<file path="src/rtl/debounce_pkg.sv">
// ---------------------------------------------------------------------------
// debounce_pkg
// Shared types and width helpers for the multi-channel debouncer.
//   t_db_state  : per-channel debounce FSM state
//   tick_cnt_w  : prescaler counter width for a given period
//   stab_cnt_w  : stability counter width for a given tick count
// ---------------------------------------------------------------------------
package debounce_pkg;

   typedef enum logic [1:0] {
      e_zero  = 2'd0,
      e_wait1 = 2'd1,
      e_one   = 2'd2,
      e_wait0 = 2'd3
   } t_db_state;

   // Prescaler counts 0..period-1.
   function automatic int tick_cnt_w(input int period);
      return $clog2(period);
   endfunction

   // Stability counter must be able to hold 0..stable_ticks.
   function automatic int stab_cnt_w(input int stable_ticks);
      return $clog2(stable_ticks + 1);
   endfunction

endpackage

</file>
<file path="src/rtl/debounce_tick_gen.sv">
// ---------------------------------------------------------------------------
// debounce_tick_gen
// Free-running prescaler. o_tick is high for the single cycle in which the
// counter sits at TICK_PERIOD_10NS-1, i.e. once every TICK_PERIOD_10NS cycles.
// Ports:
//   i_clk   system clock
//   i_rst   synchronous active-high reset (counter back to 0)
//   o_tick  one-cycle tick
// ---------------------------------------------------------------------------
module debounce_tick_gen
   import debounce_pkg::*;
#(
   parameter int TICK_PERIOD_10NS = 2_000_000
) (
   input  logic i_clk,
   input  logic i_rst,
   output logic o_tick
);

   localparam int                CNT_W    = tick_cnt_w(TICK_PERIOD_10NS);
   localparam logic [CNT_W-1:0] CNT_LAST = CNT_W'(TICK_PERIOD_10NS - 1);

   logic [CNT_W-1:0] count;

   always_ff @(posedge i_clk) begin
      if (i_rst) begin
         count <= '0;
      end else if (count == CNT_LAST) begin
         count <= '0;
      end else begin
         count <= count + 1'b1;
      end
   end

   // Decoded from the count register; 0 while in reset because count is 0.
   assign o_tick = (count == CNT_LAST);

endmodule

</file>
<file path="src/rtl/debouncer_multi.sv">
// ---------------------------------------------------------------------------
// debouncer_multi
// N-channel switch/button debouncer. Each raw input is synchronised and then
// filtered by its own 4-state FSM; a new level is accepted only after the
// synchronised input has held it across STABLE_TICKS prescaler ticks.
// Ports:
//   i_clk           system clock
//   i_rst           synchronous active-high reset
//   i_sw            raw asynchronous switch inputs, one bit per channel
//   o_sw_debounced  debounced level per channel
//   o_rising        one-cycle pulse on an accepted 0->1 change
//   o_falling       one-cycle pulse on an accepted 1->0 change
//   o_tick          shared prescaler tick
// ---------------------------------------------------------------------------
module debouncer_multi
   import debounce_pkg::*;
#(
   parameter int N_CH             = 4,
   parameter int TICK_PERIOD_10NS = 2_000_000,
   parameter int STABLE_TICKS     = 2,
   parameter int SYNC_STAGES      = 2
) (
   input  logic            i_clk,
   input  logic            i_rst,
   input  logic [N_CH-1:0] i_sw,
   output logic [N_CH-1:0] o_sw_debounced,
   output logic [N_CH-1:0] o_rising,
   output logic [N_CH-1:0] o_falling,
   output logic            o_tick
);

   localparam int                CNT_W    = stab_cnt_w(STABLE_TICKS);
   localparam logic [CNT_W-1:0] CNT_LAST = CNT_W'(STABLE_TICKS - 1);

   logic tick;

   debounce_tick_gen #(
      .TICK_PERIOD_10NS (TICK_PERIOD_10NS)
   ) u_tick_gen (
      .i_clk  (i_clk),
      .i_rst  (i_rst),
      .o_tick (tick)
   );

   assign o_tick = tick;

   for (genvar g = 0; g < N_CH; g++) begin : g_ch
      logic [SYNC_STAGES-1:0] sync_p0;
      logic                   s;
      t_db_state              state;
      logic [CNT_W-1:0]       cnt;
      logic                   rise_p1;
      logic                   fall_p1;

      // --- synchroniser stage: bit 0 takes the raw pin ---
      always_ff @(posedge i_clk) begin
         if (i_rst) begin
            sync_p0 <= '0;
         end else begin
            sync_p0 <= {sync_p0[SYNC_STAGES-2:0], i_sw[g]};
         end
      end

      assign s = sync_p0[SYNC_STAGES-1];

      // --- debounce FSM stage ---
      // The level check is tested before the tick so that a bounce
      // coinciding with a tick still aborts the wait.
      always_ff @(posedge i_clk) begin
         if (i_rst) begin
            state   <= e_zero;
            cnt     <= '0;
            rise_p1 <= 1'b0;
            fall_p1 <= 1'b0;
         end else begin
            rise_p1 <= 1'b0;
            fall_p1 <= 1'b0;
            case (state)
               e_zero: begin
                  if (s) begin
                     state <= e_wait1;
                     cnt   <= '0;
                  end
               end
               e_wait1: begin
                  if (!s) begin
                     state <= e_zero;
                  end else if (tick) begin
                     if (cnt == CNT_LAST) begin
                        state   <= e_one;
                        rise_p1 <= 1'b1;
                     end else begin
                        cnt <= cnt + 1'b1;
                     end
                  end
               end
               e_one: begin
                  if (!s) begin
                     state <= e_wait0;
                     cnt   <= '0;
                  end
               end
               e_wait0: begin
                  if (s) begin
                     state <= e_one;
                  end else if (tick) begin
                     if (cnt == CNT_LAST) begin
                        state   <= e_zero;
                        fall_p1 <= 1'b1;
                     end else begin
                        cnt <= cnt + 1'b1;
                     end
                  end
               end
               default: state <= e_zero;
            endcase
         end
      end

      // Level stays high while a release is still being qualified.
      assign o_sw_debounced[g] = (state == e_one) || (state == e_wait0);
      assign o_rising[g]       = rise_p1;
      assign o_falling[g]      = fall_p1;
   end

endmodule

</file>
<file path="config.mk">
export PLATFORM = sky130hd
export DESIGN_NAME = debouncer_multi
export DESIGN_NICKNAME = d
export VERILOG_FILES = /design/src/rtl/debounce_pkg.sv /design/src/rtl/debounce_tick_gen.sv /design/src/rtl/debouncer_multi.sv
export SDC_FILE = /design/constraint.sdc
export NUM_CORES = 1
export LEC_CHECK = 0
export BUFFER_PORTS_ARGS = -buffer_cell sky130_fd_sc_hd__buf_2
export CELL_PAD_IN_SITES_DETAIL_PLACEMENT = 2
export CELL_PAD_IN_SITES_GLOBAL_PLACEMENT = 2
export CORE_ASPECT_RATIO = 1.1
export CORE_MARGIN = 2
export CORE_UTILIZATION = 33
export CTS_CLUSTER_SIZE = 25
export DETAILED_ROUTE_END_ITERATION = 6
export PLACE_DENSITY_LB_ADDON = 0.1
export SLEW_MARGIN = 0
export SYNTH_ARGS = -nofsm -noshare
export SYNTH_HDL_FRONTEND = slang
export SYNTH_SLANG_ARGS = --single-unit
</file>
<file path="constraint.sdc">
create_clock -name i_clk -period 2.1 [get_ports i_clk]
set_clock_uncertainty 0.2 [all_clocks]
set_input_delay 0.42 -clock i_clk [delete_from_list [all_inputs] [get_ports i_clk]]
set_output_delay 0.42 -clock i_clk [all_outputs]
set_load 0.03 [all_outputs]
</file>
== After elaboration in Yosys (flattened, before gate mapping) ==
Cells that the tools add are included.
W data, S select, Z words.
Word-level totals
  flip-flop bits (word level): 53
  bits of input ports: 6
  word-level logic and storage cells: 184
Operators by class
  $add $sub $neg: 5
  equal/unequal tests: 49
  mux-type cells: 72
  bitwise logic cells: 12
  reduce and logical (&&, ||, !) cells: 25
Operators with widths (count)
  $mux W2: 56
  $pmux W2 S4: 8
  $ne A3 B3 Y1 const B: 16
  $ne A2 B2 Y1 const B: 16
  $reduce_and A6 Y1: 4
  $reduce_or A3 Y1: 8
  $add A21 B1 Y21 const B: 1
  $eq A21 B21 Y1 const B: 1
  $eq A2 B1 Y1 const B: 8
  $eq A2 B2 Y1 const B: 8
  $reduce_and A4 Y1: 4
  $not A1 Y1: 12
  $add A2 B1 Y2 const B: 4
  $logic_not A2 Y1: 4
  $mux W1: 8
  $logic_or A1 B1 Y1: 4
  $reduce_or A2 Y1: 1

== Depth between registers and ports, before layout ==
Gate-level depths: netlist (run 1).
  depth after elaboration: 5
  gate-level depth with buffers: 8
  depth with buffers taken out: 7

== Hierarchy ==
Synthesis (run 1) repeated with hierarchy kept, for this count alone.
Unflattened totals
  cells, all modules: 244
  area, all modules: 2361.0 µm²
By module, submodules not included
  debouncer_multi: times used 1, cells an instance 129, area an instance 1326.3 µm², sequential area each 640.6 µm²
  debounce_tick_gen: times used 1, cells an instance 115, area an instance 1034.7 µm², sequential area each 420.4 µm²

== Least setup slack after synthesis (run 1) ==
Ideal clock, no wire load.
  kind: reg2out
  start: register u_tick_gen.count[0]
  end: output port o_tick
  arrival time: 1604 ps
  data required time: 1480 ps
  path slack: -124 ps
  stages on the path, launching flop included: 7
  cell sequence: dfxtp_1 > ha_1 > and4_1 > nand4b_1 > or2_2 > clkbuf_1 > inv_1
Between the ends
  word-level cells in the longest chain between the ends: 1
Ends and longest elaborated chain
  start, declared: line debounce_tick_gen.sv:23  | logic [CNT_W-1:0] count;
  start signal, assigned: line debounce_tick_gen.sv:31  | count <= count + 1'b1;
  $eq A21 B21 Y1: line debounce_tick_gen.sv:36  | assign o_tick = (count == CNT_LAST);
  end, declared: line debouncer_multi.sv:29  | output logic o_tick
Every way passes these cells.

== Worst setup path after layout (run 1) ==
  start: register u_tick_gen.count[1]
  end: output port o_tick
The elaborated chain is that of the path after synthesis.

==> run_results.csv, run 1 <==
group,metric,value,unit
cells_and_area,syn_to_final_growth,23.3,%
cells_and_area,nNetsFinal,301,
critical_path,critPathLaunch,"u_tick_gen.count[1]",
timing,post-route-min-period,2190,ps
timing,rsz0062_at_grt,"yes",
synthesis,synth_top_family_by_area,"simple AND/OR/NAND/NOR gates",
floorplanning,die_x,83.1,um
global_route,grt_pass1_wl,9110,um
synthesis,synth_compound_area_frac,0.0413,
clocking,ctsLongestPathBuffers,2,
synthesis,synthAdderAreaFrac,0.0276,
floorplanning,pin_count,19,
timing,hold_viol_final,0,
worst_hold_path,hp-class,"input port to flip-flop",
run,maxCapViolCount,0,
power_and_ir_drop,p_per_area,615,nW/um2
timing,setup-violations-final,2,
timing,hold-worst-slack,127,ps
timing,setup_ws,-88.2,ps
placed_design,port_buffers,18,
synthesis,ys_warn_count,0,
synthesis,synth_seq_area_share,0.467,
detailed_routing,vias_per_cell,4.92,
floorplanning,start_util,0.342,
power_and_ir_drop,worst_ir_drop_vdd,0.000242,V
global_route,antenna_found_initial,0,
synthesis,synth_area_leaders,"dfxtp_1 47%, nor2_1 5.8%, xor2_1 5.8%",
clocking,clock_latency,300,ps
clocking,clock-sinks,53,
timing,relSlewSlack,0.777,
synthesis,synthCells,254,
synthesis,yosysTopAreaCell,"dfxtp_1",
detailed_routing,drc,0,
placed_design,place_area,2600,um2
global_route,grt_pass1_vias,1909,
critical_path,r2r-start,"u_tick_gen.count[1]",
detailed_routing,detail_route.wl_per_cell,14.2,um
synthesis,synth_flop_cell,"dfxtp_1",
detailed_routing,dr.pass1.iters,4,
cells_and_area,final_cells,373,
synthesis,synth_most_common_cell,"dfxtp_1",
synthesis,synth_xor_xnor_area_share,0.0733,
cells_and_area,drive_gt1_frac,0.268,
clocking,ctsHoldBuffers,0,
cells_and_area,stdcell_area,2800,um2
timing,tns,-161,ps
synthesis,synth_edf_count,0,
cells_and_area,nFillCells,754,
placed_design,dp_hpwl,3810,um
critical_path,arrival,1570,ps
worst_hold_path,min-delay-start,"i_sw[0]",
cells_and_area,final-seq-area,1070,um2
detailed_routing,final_antenna_net_count,0,
synthesis,synth_common_cells,"53 x dfxtp_1, 35 x nor2_1, 18 x nand2_1",
timing,finalMaxSlewViolations,0,
timing,max_slew.worst_pin.slew,331,ps
synthesis,async_reset_ff_frac,0,
outcome,violations,"negative setup slack",
placed_design,dp_cells,362,
cells_and_area,multi_input_area,1140,um2
clocking,worst_setup_hold_path_clk_slew,90,ps
detailed_routing,routed_wl,5310,um
global_route,grt_max_degree,25,
clocking,cts_tree,"done",
global_route,overflow,0,
floorplanning,coreArea,6630,um2
outcome,status,"complete, but fails checks",
detailed_routing,routed-via-count,1837,
clocking,root_buffer,"clkbuf_8",
cells_and_area,antenna_cells,0,
critical_path,cp-start-kind,"flip-flop",
critical_path,path_class,"flip-flop to output pin",
synthesis,syn_area,2270,um2
power_and_ir_drop,p_leak,1.03,nW
timing,fmax,457,MHz
synthesis,muxShareOfSynthArea,0.0226,
placed_design,routabilityCongestion,0.752,
global_route,grtUsageTotal,0.149,
timing,fin_crit_sh,1.04,
floorplanning,placementRows,31,
critical_path,required,1480,ps
synthesis,synthSimpleGateAreaFrac,0.305,
clocking,cts_buffers,5,
synthesis,syn_nets,265,
critical_path,end_kind,"output pin",
clocking,cts_max_level,2,
floorplanning,die-area,7560,um2
synthesis,syn_area_per_cell,8.94,um2
critical_path,crit_fanout,3,
detailed_routing,drt_iter0_drc,22,
synthesis,ys_types,36,
synthesis,ys_ff_latch,53,
floorplanning,die_h,91.0,um
synthesis,yosys.area.top_type_share,0.467,
sequential cells by signal (all words and copies together), names as in the netlist, named ones only:
register          count
g_ch.sync_p0          8
g_ch.rise_p1          4
g_ch.cnt              8
u_tick_gen.count     21
g_ch.fall_p1          4
g_ch.state            4
worst max-delay path, stage by stage, from the launching register on:
cell      delay [ps]
dfxtp_4          370
ha_4             130
and4_4           210
nand4b_1         110
or2_4            270
inv_4             60
buf_6            120
final cells by class:
cell class                      count  area share
Clock inverter                      1     0.00179
Multi-Input combinational cell    172       0.408
Tap cell                           82      0.0367
Inverter                            8      0.0116
Sequential cell                    53       0.381
Clock buffer                        7      0.0344
Timing Repair Buffer               50       0.126
layer usage:
metal	up-vias	wire, um	global-route usage
li1	916	-	-
met1	891	2520	0.186
met2	23	2580	0.252
met3	7	123	0.0309
met4	0	87	0.0546
met5	-	0	0
timing repair:
item | CTS | global route
setup endpoints to repair | 4 | 8
setup buffers | 2 | 1
resized for setup | 10 | 9
pin swaps | 3 | 2
metrics by stage:
stage / worst slack, ps / utilization / power, W
global placement: 17.1 / 0.391 / 0.00112
global route: -195 / 0.422 / 0.00180
floorplan: -1.05 / - / 0.00109
CTS: -137 / 0.415 / 0.00176
detailed placement: -32.0 / 0.391 / 0.00112
finish: -88.2 / 0.422 / 0.00172
path summary, 6_finish.rpt:
| check | endpoint | slack, ps | cells past startpoint |
|---|---|---|---|
| worst min-delay path | g_ch[0].sync_p0[0] | 130 | 2 |
| worst max-delay path | o_tick | -90 | 6 |
| worst max register to register | g_ch[3].cnt[0] | -70 | 7 |
| worst min register to register | g_ch[0].sync_p0[1] | 250 | 1 |
logic make-up after synthesis:
family / Yosys count
xor gates and xnor gates: 19
muxes: 5
buffers and inverters: 29
and+or+nand+nor: 128
AOI/OAI and AO/OA: 15
DFF: 53
adders and majority gates: 5
where the power goes:
group / switching, W / total (W) / internal [W]
combinational: 0.0000360 / 0.0000664 / 0.0000303
clock: 0.000329 / 0.000627 / 0.000299
sequential: 0.0000100 / 0.00103 / 0.00102
total: 0.000375 / 0.00172 / 0.00135
layout by cell type (no fill, tap or decap), types with 4 or more instances in the layout:
cell,n
nor3_1,5
nor3_2,4
nor4_1,10
buf_4,30
nand2_1,18
clkbuf_8,7
xnor2_1,4
and2_1,4
inv_1,7
dfxtp_1,50
o21ai_0,5
nand3b_1,4
nand2b_1,10
nor2b_1,8
nand3_1,8
nand4_1,5
buf_2,17
xor2_1,15
ha_1,4
mux2i_1,4
nor2_1,35
Note: power is estimated with default switching activity, not from simulation.
==> run 2, diff against run 1 <==
--- a/config.mk
+++ b/config.mk
@@ -10,11 +10,14 @@
 export CELL_PAD_IN_SITES_GLOBAL_PLACEMENT = 2
 export CORE_ASPECT_RATIO = 1.1
 export CORE_MARGIN = 2
-export CORE_UTILIZATION = 33
+export CORE_UTILIZATION = 34
 export CTS_CLUSTER_SIZE = 25
 export DETAILED_ROUTE_END_ITERATION = 6
+export MAX_ROUTING_LAYER = met4
 export PLACE_DENSITY_LB_ADDON = 0.1
+export REMOVE_ABC_BUFFERS = 1
 export SLEW_MARGIN = 0
 export SYNTH_ARGS = -nofsm -noshare
 export SYNTH_HDL_FRONTEND = slang
+export SYNTH_HIERARCHICAL = 1
 export SYNTH_SLANG_ARGS = --single-unit
==> run 2 against run 1 <==
  * The run still ends with negative setup slack left
  * Final cell count stayed put
  * Via count is 4.3% higher
  * Fmax is 6.3% lower
  * Sequential power about the same
  * Total power grew 0.49%
  * First-iteration DRC count rose by 55%
  * Non-clock buffer count is 10 higher
  * Worst setup slack worse by 150 ps
  * Largest cell class unchanged
==> run_results.csv, run 2 <==
group,metric,value,unit
outcome,status,"complete, but fails checks",
outcome,violations,"negative setup slack",
global_route,antenna_found_initial,0,
critical_path,required,1480,ps
critical_path,r2r-start,"u_tick_gen/count[13]",
placed_design,routabilityCongestion,0.752,
floorplanning,die_x,83.5,um
synthesis,synth_seq_area_share,0.449,
synthesis,synth_area_leaders,"dfxtp_1 45%, xnor2_1 3.3%, nor2_1 3.2%",
timing,post-route-min-period,2340,ps
worst_hold_path,hold_end,"g_ch[1].sync_p0[0]",
critical_path,r2r_cells,7,
clocking,worst_setup_hold_path_clk_slew,100,ps
synthesis,ys_warn_count,6,
timing,setup-violations-final,19,
floorplanning,die-area,7630,um2
clocking,ctsLongestPathBuffers,2,
critical_path,cp-start-kind,"flip-flop",
power_and_ir_drop,p_per_area,543,nW/um2
timing,rsz0062_at_grt,"yes",
cells_and_area,syn_to_final_growth,35.0,%
placed_design,dp_cells,358,
worst_hold_path,hp-class,"input port to flip-flop",
cells_and_area,nNetsFinal,302,
synthesis,ys_types,45,
synthesis,syn_area_per_cell,9.68,um2
global_route,grt_pass1_vias,2017,
detailed_routing,final_antenna_net_count,0,
synthesis,synth_most_common_cell,"dfxtp_1",
critical_path,reg2reg_slack,-220,ps
synthesis,synth_flop_cell,"dfxtp_1",
cells_and_area,final_cells,373,
cells_and_area,largest_reg_flops,21,
worst_hold_path,holdPathStages,2,
detailed_routing,drc,0,
timing,fmax,428,MHz
detailed_routing,drt_iter0_drc,34,
cells_and_area,nFillCells,708,
clocking,root_buffer,"clkbuf_8",
detailed_routing,routed_wl,6420,um
synthesis,synth_edf_count,0,
synthesis,synth_common_cells,"53 x dfxtp_1, 20 x nor2_1, 12 x nand3_1",
clocking,cts_max_level,2,
cells_and_area,final_cell_mix,"50 x dfxtp_1, 32 x buf_4, 17 x buf_2",
floorplanning,placementRows,31,
run,maxCapViolCount,0,
clocking,cts_buffers,5,
power_and_ir_drop,p_switching,0.000403,W
clocking,cts_tree,"done",
power_and_ir_drop,power_frac_seq,0.597,
detailed_routing,vias_per_cell,5.14,
power_and_ir_drop,p_total,0.00173,W
placed_design,dp_hpwl,3900,um
power_and_ir_drop,share_comb_of_total_power,0.055,
cells_and_area,drive_gt1_frac,0.436,
cells_and_area,post-route-util,0.478,
floorplanning,pin_count,19,
clocking,ctsHoldBuffers,0,
timing,hold_viol_final,0,
global_route,grt_pass1_wl,9810,um
synthesis,syn_area,2360,um2
critical_path,end_kind,"output pin",
power_and_ir_drop,swShare,0.233,
timing,max_slew.worst_pin.slew,467,ps
timing,finalMaxSlewViolations,0,
synthesis,async_reset_ff_frac,0,
floorplanning,start_util,0.354,
global_route,grt_max_degree,19,
critical_path,crit_fanout,4,
timing,setup_ws,-235,ps
detailed_routing,dr.pass1.iters,4,
critical_path,path_class,"flip-flop to output pin",
placed_design,port_buffers,18,
cells_and_area,antenna_cells,0,
timing,fin_crit_sh,1.11,
clocking,clock-sinks,53,
critical_path,arrival,1720,ps
global_route,overflow,0,
detailed_routing,routed-via-count,1916,
power_and_ir_drop,worst_ir_drop_vdd,0.000278,V
synthesis,yosys.area.top_type_share,0.449,
global_route,grtUsageTotal,0.163,
cells_and_area,mostFrequentLayoutCell,"dfxtp_1",
detailed_routing,detail_route.wl_per_cell,17.2,um
synthesis,ys_ff_latch,53,
cells_and_area,reg.largest.list,"u_tick_gen/count (21), g_ch.cnt (8), g_ch.sync_p0 (8)",
floorplanning,coreArea,6670,um2
power_and_ir_drop,p_leak,1.16,nW
synthesis,yosysTopAreaCell,"dfxtp_1",
power_and_ir_drop,internal-power,0.00133,W
worst_hold_path,min-delay-start,"i_sw[1]",
synthesis,synthCells,244,
clocking,clock_latency,300,ps
critical_path,r2r_end,"g_ch[0].cnt[0]",
placed_design,pre_cts_slack,-337,ps
floorplanning,die_h,91.4,um
power_and_ir_drop,p_clk_frac,0.347,
cells_and_area,max_flop_register,"u_tick_gen/count",
timing,relSlewSlack,0.686,
==> run 2: through the flow <==
step                      hold slack [ps]  TNS (ps)  cell area (um2)
final                                 123     -1570             3190
after global routing                  117     -3570             3190
after CTS                             117     -1980             3000
after detailed placement              228     -3230             2710
after global placement                217     -1950             2710
after floorplan                       214    -40510             2230
==> run 2: what timing repair did <==
action                     in CTS  in global routing
resized for setup              31                 33
buffers inserted                8                  5
setup endpoints to repair      19                 38
hold endpoints to repair        0                  0
cloned                          0                  1
pin swaps                      20                  9
==> run 2: cell type report <==
class | instances | area [um2] | area share
Multi-Input combinational cell | 163 | 1420 | 0.445
Tap cell | 82 | 103 | 0.0322
Timing Repair Buffer | 60 | 480 | 0.151
Clock buffer | 6 | 82.6 | 0.0259
Clock inverter | 1 | 7.51 | 0.00236
Sequential cell | 53 | 1060 | 0.334
Inverter | 8 | 30.0 | 0.00942
==> run 2: how the worst max path moves through the flow <==
stage	from	endpoint	slack [ps]	cells after the start
6_report	u_tick_gen/count[13]	o_tick	-240	6
5_1_grt	u_tick_gen/count[12]	o_tick	-340	6
4_1_cts	u_tick_gen/count[13]	o_tick	-260	6
3_5_place_dp	u_tick_gen/count[0]	g_ch[2].cnt[1]	-340	8
2_1_floorplan	u_tick_gen/count[0]	g_ch[2].cnt[1]	-1890	7
3_3_place_gp	u_tick_gen/count[0]	g_ch[2].cnt[1]	-240	8
==> run 2: power groups by stage <==
stage                     clock network, W  registers, W   logic, W
final                             0.000601       0.00103  0.0000960
after detailed placement                 0       0.00105  0.0000761
after CTS                         0.000626       0.00103  0.0000819
after floorplan                          0       0.00105  0.0000323
after global routing              0.000679       0.00104   0.000107
after global placement                   0       0.00105  0.0000749
==> run 2: cell families (layout without fill, tap and decap cells) <==
logic type,after synthesis,after routing,share of synthesized area
xor gates and xnor gates,17,17,0.0631
DFF,53,53,0.449
muxes,4,4,0.0170
adders and majority gates,5,5,0.0265
AOI/OAI and AO/OA,29,29,0.0959
buffers and inverters,28,75,0.0668
and+or+nand+nor,108,108,0.281
==> run 2: worst max-delay path, stage by stage, from the launching register on <==
cell     delay [ps]
dfxtp_2         350
nor4b_4         280
nand3_2         130
nor4_2          240
buf_4           190
buf_6           100
buf_6           120
==> run 2: routing by layer <==
layer | vias up | global-route usage | part of all wire
met5 | - | - | 0
met4 | 0 | 0.0484 | 0.0089
met3 | 4 | 0.0300 | 0.017
met2 | 15 | 0.285 | 0.53
met1 | 960 | 0.192 | 0.44
li1 | 937 | - | -
